## src/rtl/lane_am_lock_pkg.sv

```systemverilog
`default_nettype none
// ============================================================================
// Module      : pcs_am_pkg
// Description : Shared definitions for the per-lane alignment-marker lock
//               stage: lane/width constants, the 100GBASE-R alignment-marker
//               table and the lock FSM state encoding.
// Revision    : 1.0 - initial release
// ============================================================================
package pcs_am_pkg;

    localparam int N_LANES    = 20;
    localparam int NB_LANE_ID = 5;
    localparam int NB_BLOCK   = 66;

    // One entry per PCS lane: {M0,M1,M2,M4,M5,M6}. M4..M6 are the bitwise
    // inverse of M0..M2; both halves are stored so the compare is a plain
    // equality against the block payload.
    localparam logic [47:0] AM_TABLE [N_LANES] = '{
        48'hC16821_3E97DE,  // lane 0
        48'h9D718E_628E71,  // lane 1
        48'h594BE8_A6B417,  // lane 2
        48'h4D957B_B26A84,  // lane 3
        48'hF50709_0AF8F6,  // lane 4
        48'hDD14C2_22EB3D,  // lane 5
        48'h9A4A26_65B5D9,  // lane 6
        48'h7B4566_84BA99,  // lane 7
        48'hA02476_5FDB89,  // lane 8
        48'h68C9FB_973604,  // lane 9
        48'hFD6C99_029366,  // lane 10
        48'hB99155_466EAA,  // lane 11
        48'h5CB9B2_A3464D,  // lane 12
        48'h1AF8BD_E50742,  // lane 13
        48'h83C7CA_7C3835,  // lane 14
        48'h3536CD_CAC932,  // lane 15
        48'hC4314C_3BCEB3,  // lane 16
        48'hADD6B7_522948,  // lane 17
        48'h5F662A_A099D5,  // lane 18
        48'hC0F0E5_3F0F1A   // lane 19
    };

    typedef enum logic [2:0] {
        LOCK_INIT = 3'd0,
        FIND_1ST  = 3'd1,
        COUNT_1   = 3'd2,
        COMP_2ND  = 3'd3,
        LOCKED    = 3'd4
    } am_state_e;

endpackage
`default_nettype wire

```

## src/rtl/lane_am_lock_am_match.sv

```systemverilog
`default_nettype none
// ============================================================================
// Module      : am_match
// Description : Combinational 20-way alignment-marker compare. Flags a hit
//               when the sync header is 2'b01 and the M0..M2 / M4..M6 fields
//               equal one lane's table entry; BIP3/BIP7 are ignored.
// Ports       : i_data  - 66-bit block under test
//               o_hit   - block is a valid AM for some lane
//               o_id    - matching lane number (0 when no hit)
// Revision    : 1.0 - initial release
// ============================================================================
module am_match
    import pcs_am_pkg::*;
(
    input  logic [NB_BLOCK-1:0]   i_data,
    output logic                  o_hit,
    output logic [NB_LANE_ID-1:0] o_id
);

    logic [47:0] w_fields;
    logic        w_unused_bip;

    assign w_fields     = {i_data[63:40], i_data[31:8]};
    assign w_unused_bip = ^{i_data[39:32], i_data[7:0]};

    // Table entries are unique, so at most one iteration can match and the
    // loop order carries no priority.
    always_comb begin
        o_hit = 1'b0;
        o_id  = '0;
        if (i_data[65:64] == 2'b01) begin
            for (int i = 0; i < N_LANES; i++) begin
                if (w_fields == AM_TABLE[i]) begin
                    o_hit = 1'b1;
                    o_id  = NB_LANE_ID'(i);
                end
            end
        end
    end

endmodule
`default_nettype wire

```

## src/rtl/lane_am_lock.sv

```systemverilog
`default_nettype none
// ============================================================================
// Module      : lane_am_lock
// Description : Per-lane alignment-marker lock for the 100GbE PCS receive
//               path. Finds a first AM, confirms it one AM period later,
//               then tracks AM periodicity and drops lock after
//               MAX_INVALID_AM consecutive bad AM slots.
// Ports       : i_clock / i_reset (async, active-low), i_enable (freeze),
//               i_valid, i_block_lock, i_data  - input block stream
//               o_data, o_valid                 - one-cycle delayed copy
//               o_am_lock, o_start_of_lane,
//               o_resync, o_lane_id             - lock status, aligned to o_data
//               o_lock_loss_count               - only with LANE_AM_LOCK_STATS_EN
// Config      : define LANE_AM_LOCK_STATS_EN to add the saturating
//               lock-loss counter output.
// Revision    : 1.0 - initial release
// ============================================================================
module lane_am_lock #(
    parameter int NB_DATA        = 66,
    parameter int AM_PERIOD      = 16384,
    parameter int NB_LANE_ID     = 5,
    parameter int MAX_INVALID_AM = 4
) (
    input  logic                  i_clock,
    input  logic                  i_reset,
    input  logic                  i_enable,
    input  logic                  i_valid,
    input  logic                  i_block_lock,
    input  logic [NB_DATA-1:0]    i_data,
    output logic [NB_DATA-1:0]    o_data,
    output logic                  o_valid,
    output logic                  o_am_lock,
    output logic                  o_start_of_lane,
    output logic                  o_resync,
    output logic [NB_LANE_ID-1:0] o_lane_id
`ifdef LANE_AM_LOCK_STATS_EN
    ,
    output logic [15:0]           o_lock_loss_count
`endif
);
    import pcs_am_pkg::*;

    localparam int CW = $clog2(AM_PERIOD) + 1;
    localparam int IW = $clog2(MAX_INVALID_AM + 1);
    localparam logic [CW-1:0] PERIOD_C   = CW'(AM_PERIOD);
    localparam logic [IW-1:0] LAST_INV_C = IW'(MAX_INVALID_AM - 1);

    logic                  w_hit;
    logic [NB_LANE_ID-1:0] w_hit_id;
    logic                  w_same_id;

    am_state_e             state_q,   state_d;
    logic [CW-1:0]         count_q,   count_d;
    logic [IW-1:0]         invalid_q, invalid_d;
    logic [NB_LANE_ID-1:0] id_q,      id_d;
    logic [NB_DATA-1:0]    data_q,    data_d;
    logic                  valid_q,   valid_d;
    logic                  am_lock_q, am_lock_d;
    logic                  sol_q,     sol_d;
    logic                  resync_q,  resync_d;
    logic [NB_LANE_ID-1:0] lane_id_q, lane_id_d;

    am_match u_am_match (
        .i_data (i_data),
        .o_hit  (w_hit),
        .o_id   (w_hit_id)
    );

    assign w_same_id = w_hit && (w_hit_id == id_q);

    always_comb begin
        // With enable low every register, pulses included, holds.
        state_d   = state_q;
        count_d   = count_q;
        invalid_d = invalid_q;
        id_d      = id_q;
        data_d    = data_q;
        valid_d   = valid_q;
        am_lock_d = am_lock_q;
        sol_d     = sol_q;
        resync_d  = resync_q;
        lane_id_d = lane_id_q;
        if (i_enable) begin
            data_d   = i_data;
            valid_d  = i_valid;
            sol_d    = 1'b0;
            resync_d = 1'b0;
            if (!i_block_lock) begin
                // Takes priority over an AM-slot failure in the same cycle,
                // so a coincident loss yields one resync and LOCK_INIT.
                state_d   = LOCK_INIT;
                count_d   = '0;
                invalid_d = '0;
                am_lock_d = 1'b0;
                lane_id_d = '0;
                resync_d  = am_lock_q;
            end else begin
                unique case (state_q)
                    LOCK_INIT: begin
                        count_d   = '0;
                        invalid_d = '0;
                        am_lock_d = 1'b0;
                        lane_id_d = '0;
                        state_d   = FIND_1ST;
                    end
                    FIND_1ST: begin
                        if (i_valid && w_hit) begin
                            id_d    = w_hit_id;
                            count_d = CW'(1);
                            state_d = COUNT_1;
                        end
                    end
                    COUNT_1: begin
                        // count==AM_PERIOD means the next valid block is the
                        // expected second AM.
                        if (i_valid) begin
                            count_d = count_q + 1'b1;
                            if (count_d == PERIOD_C) begin
                                state_d = COMP_2ND;
                            end
                        end
                    end
                    COMP_2ND: begin
                        if (i_valid) begin
                            count_d = CW'(1);
                            if (w_same_id) begin
                                am_lock_d = 1'b1;
                                sol_d     = 1'b1;
                                invalid_d = '0;
                                lane_id_d = id_q;
                                state_d   = LOCKED;
                            end else if (w_hit) begin
                                // Different lane: this block becomes the new
                                // first AM.
                                id_d    = w_hit_id;
                                state_d = COUNT_1;
                            end else begin
                                count_d = '0;
                                state_d = FIND_1ST;
                            end
                        end
                    end
                    LOCKED: begin
                        if (i_valid) begin
                            if (count_q == PERIOD_C) begin
                                count_d = CW'(1);
                                if (w_same_id) begin
                                    sol_d     = 1'b1;
                                    invalid_d = '0;
                                end else if (invalid_q >= LAST_INV_C) begin
                                    invalid_d = '0;
                                    am_lock_d = 1'b0;
                                    lane_id_d = '0;
                                    resync_d  = 1'b1;
                                    count_d   = '0;
                                    state_d   = FIND_1ST;
                                end else begin
                                    invalid_d = invalid_q + 1'b1;
                                end
                            end else begin
                                count_d = count_q + 1'b1;
                            end
                        end
                    end
                    default: state_d = LOCK_INIT;
                endcase
            end
        end
    end

    always_ff @(posedge i_clock or negedge i_reset) begin
        if (!i_reset) begin
            state_q   <= LOCK_INIT;
            count_q   <= '0;
            invalid_q <= '0;
            id_q      <= '0;
            data_q    <= '0;
            valid_q   <= 1'b0;
            am_lock_q <= 1'b0;
            sol_q     <= 1'b0;
            resync_q  <= 1'b0;
            lane_id_q <= '0;
        end else begin
            state_q   <= state_d;
            count_q   <= count_d;
            invalid_q <= invalid_d;
            id_q      <= id_d;
            data_q    <= data_d;
            valid_q   <= valid_d;
            am_lock_q <= am_lock_d;
            sol_q     <= sol_d;
            resync_q  <= resync_d;
            lane_id_q <= lane_id_d;
        end
    end

    assign o_data          = data_q;
    assign o_valid         = valid_q;
    assign o_am_lock       = am_lock_q;
    assign o_start_of_lane = sol_q;
    assign o_resync        = resync_q;
    assign o_lane_id       = lane_id_q;

`ifdef LANE_AM_LOCK_STATS_EN
    logic [15:0] loss_cnt_q, loss_cnt_d;

    // resync_d is only a fresh pulse when enabled; a held pulse counts once.
    always_comb begin
        loss_cnt_d = loss_cnt_q;
        if (i_enable && resync_d && (loss_cnt_q != 16'hFFFF)) begin
            loss_cnt_d = loss_cnt_q + 16'd1;
        end
    end

    always_ff @(posedge i_clock or negedge i_reset) begin
        if (!i_reset) begin
            loss_cnt_q <= '0;
        end else begin
            loss_cnt_q <= loss_cnt_d;
        end
    end

    assign o_lock_loss_count = loss_cnt_q;
`endif

endmodule
`default_nettype wire

```

## config.mk

```make
export PLATFORM = sky130hd
export DESIGN_NAME = lane_am_lock
export DESIGN_NICKNAME = d
export VERILOG_FILES = /design/src/rtl/lane_am_lock_pkg.sv /design/src/rtl/lane_am_lock_am_match.sv /design/src/rtl/lane_am_lock.sv
export SDC_FILE = /design/constraint.sdc
export NUM_CORES = 1
export LEC_CHECK = 0
export BUFFER_PORTS_ARGS = -buffer_cell sky130_fd_sc_hd__buf_2
export CAP_MARGIN = 20
export CORE_MARGIN = 5
export CORE_UTILIZATION = 40
export CTS_BUF_LIST = sky130_fd_sc_hd__clkbuf_4 sky130_fd_sc_hd__clkbuf_8 sky130_fd_sc_hd__clkbuf_16
export CTS_CLUSTER_SIZE = 20
export DETAILED_ROUTE_END_ITERATION = 10
export PLACE_DENSITY = 0.6
export REMOVE_ABC_BUFFERS = 1
export SLEW_MARGIN = 15
export SYNTH_ARGS = -nofsm -noshare
export SYNTH_HDL_FRONTEND = slang
export SYNTH_SLANG_ARGS = --single-unit
```

## constraint.sdc

```tcl
create_clock -name i_clock -period 5.9 [get_ports i_clock]
set_input_delay 1.18 -clock i_clock [delete_from_list [all_inputs] [get_ports i_clock]]
set_output_delay 1.18 -clock i_clock [all_outputs]
set_load 0.05 [all_outputs]
```

; ---- Word-level counts from Yosys, hierarchy flattened
; Index checks and enable logic that the tools add are counted.
[classes]
add_sub_neg = 2
order_cmp = 1
n_eq_ne = 43
n_mux = 105
reduce_logical = 9
[ops]
columns = op, count
row1 = $eq A48 B48 Y1 const B, 12
row2 = $eq A48 B47 Y1 const B, 6
row3 = $mux W15, 6
row4 = $mux W5, 16
row5 = $pmux W15 S5, 1
row6 = $mux W3, 21
row7 = $eq A48 B45 Y1 const B, 1
row8 = $eq A48 B46 Y1 const B, 1
row9 = $mux W1, 44
row10 = $mux W4, 8
row11 = $eq A15 B15 Y1 const B, 2
row12 = $ne A3 B3 Y1 const B, 9
row13 = $add A15 B1 Y15 const B, 1
row14 = $pmux W3 S5, 1
row15 = $pmux W5 S3, 1
row16 = $reduce_and A6 Y1, 2
row17 = $pmux W5 S2, 1
row18 = $pmux W3 S3, 1
row19 = $reduce_and A9 Y1, 1
row20 = $ne A2 B2 Y1 const B, 4
row21 = $reduce_and A8 Y1, 1
row22 = $reduce_and A7 Y1, 1
row23 = $eq A3 B2 Y1 const B, 2
row24 = $mux W2, 3
row25 = 13 further kinds, 14
[totals]
regBits = 101
inputBits = 71
out_inout_bits = 75
elab_cells = 170

; ---- Depth between registers and ports, before layout
; Gate-level depths: netlist of the first run.
[logic_depth]
ltp_word = 28
ltp_mapped = 12
ltp_nobuf = 11

; ---- Cells and area by module
; A second synthesis of the first run with hierarchy kept.
[hier_totals]
cells_unflattened = 536
area_unflattened_um2 = 5890.6
[modules_own_cells]
columns = mod, n_inst, cells_each, area_each_um2, seq_area_each_um2
row1 = lane_am_lock, 1, 381, 4652.0, 2527.4
row2 = am_match, 1, 155, 1238.7, 0.0

; ---- Worst setup path before layout of the first run
; OpenSTA, ideal clock, no wires.
[synth_timing]
path_kind = input to register
start = in i_data[44]
end = reg invalid_q[1]
setup_time_ns = 0.128
arrival_time_ns = 3.739
required_ns = 5.772
setup_slack_ns = 2.033
path_stages = 9
n_path_buf = 0
cell_sequence = and4bb_2 nand4_2 or4_4 and4_4 a2111oi_4 nand3_2 nor4_4 o21bai_2 mux2_1
[synth_via]
elab_chain_cells = 28
word_cells_on_any_way = 70
classes_between = eq/ne: 22 / mux: 46 / reduce/logical: 2
[synth_lines]
columns = item, line_no
row1 = start: declaration, lane_am_lock.sv:29  ; input logic [NB_DATA-1:0] i_data,
row2 = $eq A48 B48 Y1, lane_am_lock_am_match.sv:33  ; if (w_fields == AM_TABLE[i]) begin
row3 = $mux W1, lane_am_lock_am_match.sv:33
row4 = $mux W2 or $mux W1 (tied branches) (2 in a row), lane_am_lock_am_match.sv:33
row5 = $mux W3 or $mux W1 (tied branches) (4 in a row), lane_am_lock_am_match.sv:33
row6 = $mux W4 or $mux W1 (tied branches) (8 in a row), lane_am_lock_am_match.sv:33
row7 = $mux W5 or $mux W1 (tied branches) (4 in a row), lane_am_lock_am_match.sv:33
row8 = $mux W5 or $mux W1 (tied branches), "lane_am_lock_am_match.sv:31, lane_am_lock_am_match.sv:33"
row9 = $eq A5 B5 Y1 or $mux W1 (tied branches), "lane_am_lock.sv:69, lane_am_lock_am_match.sv:31"
row10 = $logic_and A1 B1 Y1 (*), lane_am_lock.sv:69  ; assign w_same_id = w_hit && (w_hit_id == id_q);
row11 = $mux W3, lane_am_lock.sv:147  ; if (w_same_id) begin
row12 = $mux W3, lane_am_lock.sv:145  ; if (count_q == PERIOD_C) begin
row13 = $mux W3, lane_am_lock.sv:144  ; if (i_valid) begin
row14 = $pmux W3 S3, lane_am_lock.sv:98  ; unique case (state_q)
row15 = $mux W3, lane_am_lock.sv:88  ; if (!i_block_lock) begin
row16 = end signal: assignment, lane_am_lock.sv:186  ; invalid_q <= invalid_d;
row17 = end: declaration, lane_am_lock.sv:54  ; logic [IW-1:0] invalid_q, invalid_d;
; Mark *: on every way between the ends. The rest lies on a longest branch, timed or not. The select of a mux whose other input is x is not followed.
; A chain may end at the register's enable or synchronous reset.

; ---- Final worst setup path of the first run
[layout_timing]
start = in i_data[57]
end = reg id_q[4]
[layout_via]
elab_chain_cells = 25
word_cells_on_any_way = 73
classes_between = eq/ne: 24 / mux: 46 / reduce/logical: 3
[layout_lines]
columns = item, line_no
row1 = $eq A48 B48 Y1, lane_am_lock_am_match.sv:33
row2 = $mux W1, lane_am_lock_am_match.sv:33
row3 = $mux W2 or $mux W1 (tied branches) (2 in a row), lane_am_lock_am_match.sv:33
row4 = $mux W3 or $mux W1 (tied branches) (4 in a row), lane_am_lock_am_match.sv:33
row5 = $mux W4 or $mux W1 (tied branches) (8 in a row), lane_am_lock_am_match.sv:33
row6 = $mux W5 or $mux W1 (tied branches) (4 in a row), lane_am_lock_am_match.sv:33
row7 = $mux W5 or $mux W1 (tied branches), "lane_am_lock_am_match.sv:31, lane_am_lock_am_match.sv:33"
row8 = $eq A5 B5 Y1 or $mux W1 (tied branches), "lane_am_lock.sv:69, lane_am_lock_am_match.sv:31"
row9 = "$logic_and A1 B1 Y1, on equally long branches", "lane_am_lock.sv:69, lane_am_lock.sv:107"
row10 = $ne A2 B2 Y1 (no source line), n/a
row11 = $reduce_and A7 Y1 (no source line), n/a
row12 = end signal: assignment, lane_am_lock.sv:187  ; id_q <= id_d;
row13 = end: declaration, lane_am_lock.sv:55  ; logic [NB_LANE_ID-1:0] id_q, id_d;
; Parallel ways exist; a longest one is shown, timed or not. The select of a mux whose other input is x is not followed.

==> flow_summary.yaml, run 1 <==
finish:
  areaGrowthSynthToFinish_pct: 18.0
  design_area_um2: 7660
  nNetsFinal: 834
  utilization: 0.483
  drive_gt1_frac: 0.370
  n_antenna_cell: 0
grt:
  grt_overflow: 0
  grt_max_degree: 62
  grt_pass1_wl_um: 32100
  grt_antenna_before_repair: 0
  grt_pass1_vias: 5921
  grtUsageTotal: 0.217
critical_path:
  worstPathArrival_ns: 4.91
  critPathMaxFanout: 13
  cp-start-kind: "primary input"
  worstSetupPathType: "primary input to flop"
  end_kind: "flop"
  critPathRequiredTime_ns: 6.14
pwr:
  p_total_uw: 1930
  peakVddDrop_v: 0.000168
  p_per_area_nw_per_um2: 252
  p_leak_uw: 0.00309
routing:
  post-route-drc-count: 0
  vias: 6053
  ant_nets: 0
  routedWlPerCell_um: 20.7
  via_per_inst: 6.18
  routed_wl_um: 20300
  detail_route.first_pass.iterations: 5
  drtIter0Drc: 468
synthesis:
  synth_compound_area_frac: 0.102
  syn-mean-instance-area_um2: 10.2
  synth_xor_area_frac: 0.00539
  synth.area.top_cells: "dfrtp_1, mux2_2, and4bb_2"
  synth_top_area_frac: 0.389
  ys_warn_count: 0
  synth.distinct_cells: 79
  async_flop_share: 1.00
  synth_top_cell_by_area: "dfrtp_1"
  synth-edff-count: 0
  syn_inst: 635
  synth-simple-area-share: 0.332
  ys_seq_area_frac: 0.389
  synth_mux_area_frac: 0.133
  synth_fa_ha_area_frac: 0.00771
  synth_top_family_by_area: "simple AND/OR/NAND/NOR gates"
  netlist_area_um2: 6490
  synth_flop_cell: "dfrtp_1"
  synth_seq_cells: 101
timing:
  max_slew.worst_pin.slew_ns: 0.960
  finClkSkew_ns: 0.00786
  relSlewSlack: 0.360
  slew_violations: 0
  max_freq_ghz: 0.214
  whs_ns: 0.502
  hold_violations: 0
  period_needed_ns: 4.67
  fin_tns_setup_ns: 0
  rsz0062_at_grt: "no"
  final.period_utilization: 0.792
  setup_viol: 0
clock_tree:
  worstSkewPairLatency_ns: 0.36
  cts-resized-gates: 0
  post_cts_buffers: 0
  numCtsBuffers: 9
  cts_root_buf: "clkbuf_16"
  clock_path_buffers: 2
  tritoncts: "built"
  cts_hold_buf: 0
  cts.clk_slew.worst_paths_ns: 0.07
  cts_sinks: 101
  h-tree-depth: 3
floorplan:
  die_area_um2: 18900
  num_rows: 46
  initial_core_util: 0.409
  core-area_um2: 15900
  num_io_pins: 146
  die_y_um: 137
  die_x_um: 137
run:
  maxCapViolations: 0
place:
  dpl_cell_area_um2: 7350
  port_buffers: 145
  hpwl_um: 15500
  gp_congestion: 1.02
outcome:
  outcome: "complete, no violations"
worst_hold_path:
  hold_class: "flop to flop"
cells by family after synthesis:
group / Yosys count
muxes: 76
adders and majority gates: 4
AOI/OAI and AO/OA: 87
and+or+nand+nor: 318
buffers and inverters: 45
xor gates and xnor gates: 4
DFF: 101
stage by stage:
stage	setup WS, ns	cells
floorplan	1.95	600
CTS	1.32	979
global route	1.09	980
global placement	0.991	963
detailed placement	0.942	963
finish	1.23	980
report_power, final:
part           switching, µW  total [µW]  internal [µW]
Clock                    286         621            336
Combinational            349         507            158
Sequential              52.9         800            747
cells in the final DEF, fill, tap and decap left out, types with 6 or more instances in the layout:
cell,n
nand3_1,31
nand4_1,45
and4bb_1,15
nor2b_1,8
dfrtp_1,101
buf_2,144
mux2_2,68
nor2_1,30
o21ai_0,18
o31ai_1,11
mux2_1,6
a32oi_1,6
or4_1,9
nand2_1,49
nor3_1,16
clkbuf_16,9
and4bb_2,30
a21oi_1,11
nor4_1,36
inv_1,9
worst max-delay path, cell delays in order:
cell and delay, ns:
buf_2 0.13, and4bb_1 0.61, nand4_2 0.28, nor4_1 0.66, nor4_1 0.15, and4_4 0.25, a2111oi_4 0.38, nand3_2 0.19
nor2_2 0.53, a211oi_4 0.18, mux2_1 0.35
cell usage after synthesis (3+ instances only):
cell and number:
or4_1 9, nor4bb_1 4, and4bb_1 15, inv_1 9
o31ai_1 11, buf_4 5, nand4bb_1 3, dfrtp_1 101
nand2_1 49, o21ai_0 19, nor3b_1 3, and3_1 3
mux2_2 68, and2_1 5, nor3_1 16, nor4_2 3
clkbuf_1 15, buf_1 3, nand2b_1 3, nand3b_1 3
a32oi_1 6, xnor2_1 3, nor2_1 30, nor2b_1 8
a211oi_1 3, nand4_1 45, nand3_1 31, o21ai_1 4
mux2_1 6, buf_2 12, ha_1 4, a21oi_1 11
nor4_1 36, and4bb_2 30
layer usage:
layer,vias up,track usage,part of all wire
li1,2766,-,-
met1,2956,0.291,0.43
met2,285,0.334,0.45
met3,46,0.0581,0.092
met4,0,0.0843,0.029
met5,-,0,0
path summary, 6_finish.rpt:
check | from | to | slack (ns) | cells after the start
min in group asynchronous | i_reset | o_data[33]$_DFFE_PN0P_ | 0.83 | 1
setup / recovery | i_data[57] | id_q[4]$_DFFE_PN0P_ | 1.23 | 11
max in group asynchronous | i_reset | o_lane_id[0]$_DFFE_PN0P_ | 3.97 | 2
setup reg to reg | count_q[0]$_DFFE_PN0P_ | state_q[0]$_DFFE_PN0P_ | 2.60 | 10
hold reg to reg | o_data[35]$_DFFE_PN0P_ | o_data[35]$_DFFE_PN0P_ | 0.50 | 1
hold / removal | o_data[35]$_DFFE_PN0P_ | o_data[35]$_DFFE_PN0P_ | 0.50 | 1
area by class of cell:
| type | count | area (µm²) |
|---|---|---|
| clock buffer | 9 | 225 |
| clock inverter | 7 | 82.6 |
| fill | 1574 | 8220 |
| inverter | 10 | 37.5 |
| multi-input combinational | 489 | 3770 |
| sequential | 101 | 2530 |
| tap | 216 | 270 |
| timing repair buffer | 148 | 751 |
flip-flops by register name, summed over array words and instances (netlist names):
name             count
count_q             15
id_q                 5
invalid_q            3
o_am_lock            1
o_data              66
o_lane_id            5
o_resync             1
o_start_of_lane      1
o_valid              1
state_q              3
No activity file was read; power rests on OpenSTA's default activity.
==> run 2: changes to the inputs <==
Clock period 5.9 ns to 4.4 ns, I/O delays scaled along.
==> flow_summary.yaml, run 2 (same netlist as run 1, synthesis figures left out) <==
worst_hold_path:
  hold_end: "o_data[61]$_DFFE_PN0P_"
  worstHoldStart: "o_data[61]$_DFFE_PN0P_"
  worstHoldPathCells: 1
  hold_class: "flop to flop"
clock_tree:
  numCtsBuffers: 9
  cts_sinks: 101
  worstSkewPairLatency_ns: 0.36
  cts_root_buf: "clkbuf_16"
  h-tree-depth: 3
  tritoncts: "built"
  cts-resized-gates: 0
  post_cts_buffers: 0
  clock_path_buffers: 2
  cts.clk_slew.worst_paths_ns: 0.07
  cts_hold_buf: 0
grt:
  busiest_layer: "met2"
  use_met3: 0.0402
  grt_max_degree: 62
  grt_overflow: 0
  grt_pass1_wl_um: 33200
  grt_pass1_vias: 5959
  grt.met2_usage: 0.344
  grtUsageTotal: 0.225
  grt_antenna_before_repair: 0
  met1_usage: 0.321
critical_path:
  end_kind: "flop"
  cp_top_family: "simple AND/OR/NAND/NOR gates"
  path_cells: "buf_2 -> and4bb_1 -> nand4_1 -> or3_1 -> nor4b_1 -> a311oi_1 -> a2111oi_4 -> nand3_2 -> nor2_2 -> a211oi_4 -> mux2_1"
  critPathRequiredTime_ns: 4.63
  critPathMaxFanout: 10
  rrSetupSlack_ns: 1.38
  crit_slowest_cell: "and4bb_1"
  worstPathArrival_ns: 4.06
  path_buf_inv: 1
  rr_endpoint: "o_am_lock$_DFFE_PN0P_"
  r2r_start: "count_q[0]$_DFFE_PN0P_"
  worstSetupPathType: "primary input to flop"
  cp-start-kind: "primary input"
  reg2regPathDepth: 11
  slowest_delay_ns: 0.57
pwr:
  intPower_uw: 1660
  swShare: 0.354
  p_total_uw: 2580
  power.switching_uw: 910
  peakVddDrop_v: 0.000177
  pwr-share-clk: 0.316
  p_leak_uw: 0.00317
  seqPwrFrac: 0.417
  power_frac_comb: 0.267
  p_per_area_nw_per_um2: 331
finish:
  drive_gt1_frac: 0.383
  final_cell_mix: "buf_2, dfrtp_1, mux2_2, nand2_1, nand4_1"
  final_common_cell: "buf_2"
  largest_reg_flops: 66
  n_antenna_cell: 0
  stdcell_count: 997
  nNetsFinal: 851
  areaGrowthSynthToFinish_pct: 19.8
routing:
  drtIter0Drc: 446
  via_per_inst: 6.01
  detail_route.first_pass.iterations: 5
  post-route-drc-count: 0
  ant_nets: 0
  routedWlPerCell_um: 20.7
  vias: 5990
  routed_wl_um: 20700
place:
  hpwl_um: 15900
  placed_cells: 981
  port_buffers: 145
  gp_congestion: 0.971
floorplan:
  die_area_um2: 18900
  num_io_pins: 146
  num_rows: 46
  core-area_um2: 15900
  die_x_um: 137
  die_y_um: 137
  initial_core_util: 0.409
timing:
  fin_tns_setup_ns: 0
  finClkSkew_ns: 0.0104
  whs_ns: 0.502
  rsz0062_at_grt: "no"
  hold_violations: 0
  period_needed_ns: 3.83
  final.period_utilization: 0.870
  slew_violations: 0
  max_slew.worst_pin.slew_ns: 1.02
  setup_viol: 0
  max_freq_ghz: 0.261
  relSlewSlack: 0.315
run:
  maxCapViolations: 0
outcome:
  outcome: "complete, no violations"
-- run 2: power groups by stage --
stage	Clock, µW	Combinational, µW	Sequential, µW
final	814	689	1070
after global routing	878	739	1090
after CTS	840	690	1070
after detailed placement	0	688	1090
after global placement	0	678	1090
after floorplan	0	237	1300
-- run 2: routing by layer --
metal	share of wire	routed length, µm
met5	0	0
met3	0.071	1480
met2	0.44	9180
met1	0.46	9550
met4	0.023	467
-- run 2: cell type report --
| cell class | count | area [µm²] |
|---|---|---|
| inverter | 10 | 37.5 |
| sequential | 101 | 2530 |
| multi-input combinational | 489 | 3760 |
| fill | 1543 | 8110 |
| clock buffer | 9 | 225 |
| tap | 216 | 270 |
| clock inverter | 7 | 75.1 |
| timing repair buffer | 165 | 878 |
-- run 2: how the worst max path moves through the flow --
stage                from                     end  slack [ns]  cells past startpoint
2_1_floorplan  i_data[57]     id_q[3]$_DFFE_PN0P_        0.75                     10
3_3_place_gp   i_data[49]  count_q[6]$_DFFE_PN0P_        0.29                     10
3_5_place_dp   i_data[57]     id_q[4]$_DFFE_PN0P_        0.30                     11
4_1_cts        i_data[57]     id_q[4]$_DFFE_PN0P_        0.67                     11
5_1_grt        i_data[51]     id_q[4]$_DFFE_PN0P_        0.41                     11
6_report       i_data[57]     id_q[4]$_DFFE_PN0P_        0.57                     11
-- run 2: metrics by stage --
stage	worst slack (ns)	instance area (µm²)	utilization
2_1_floorplan	0.745	6330	-
3_3_place_gp	0.294	7480	0.471
3_5_place_dp	0.299	7480	0.471
4_1_cts	0.670	7780	0.490
5_1_grt	0.405	7780	0.490
6_report	0.570	7780	0.490
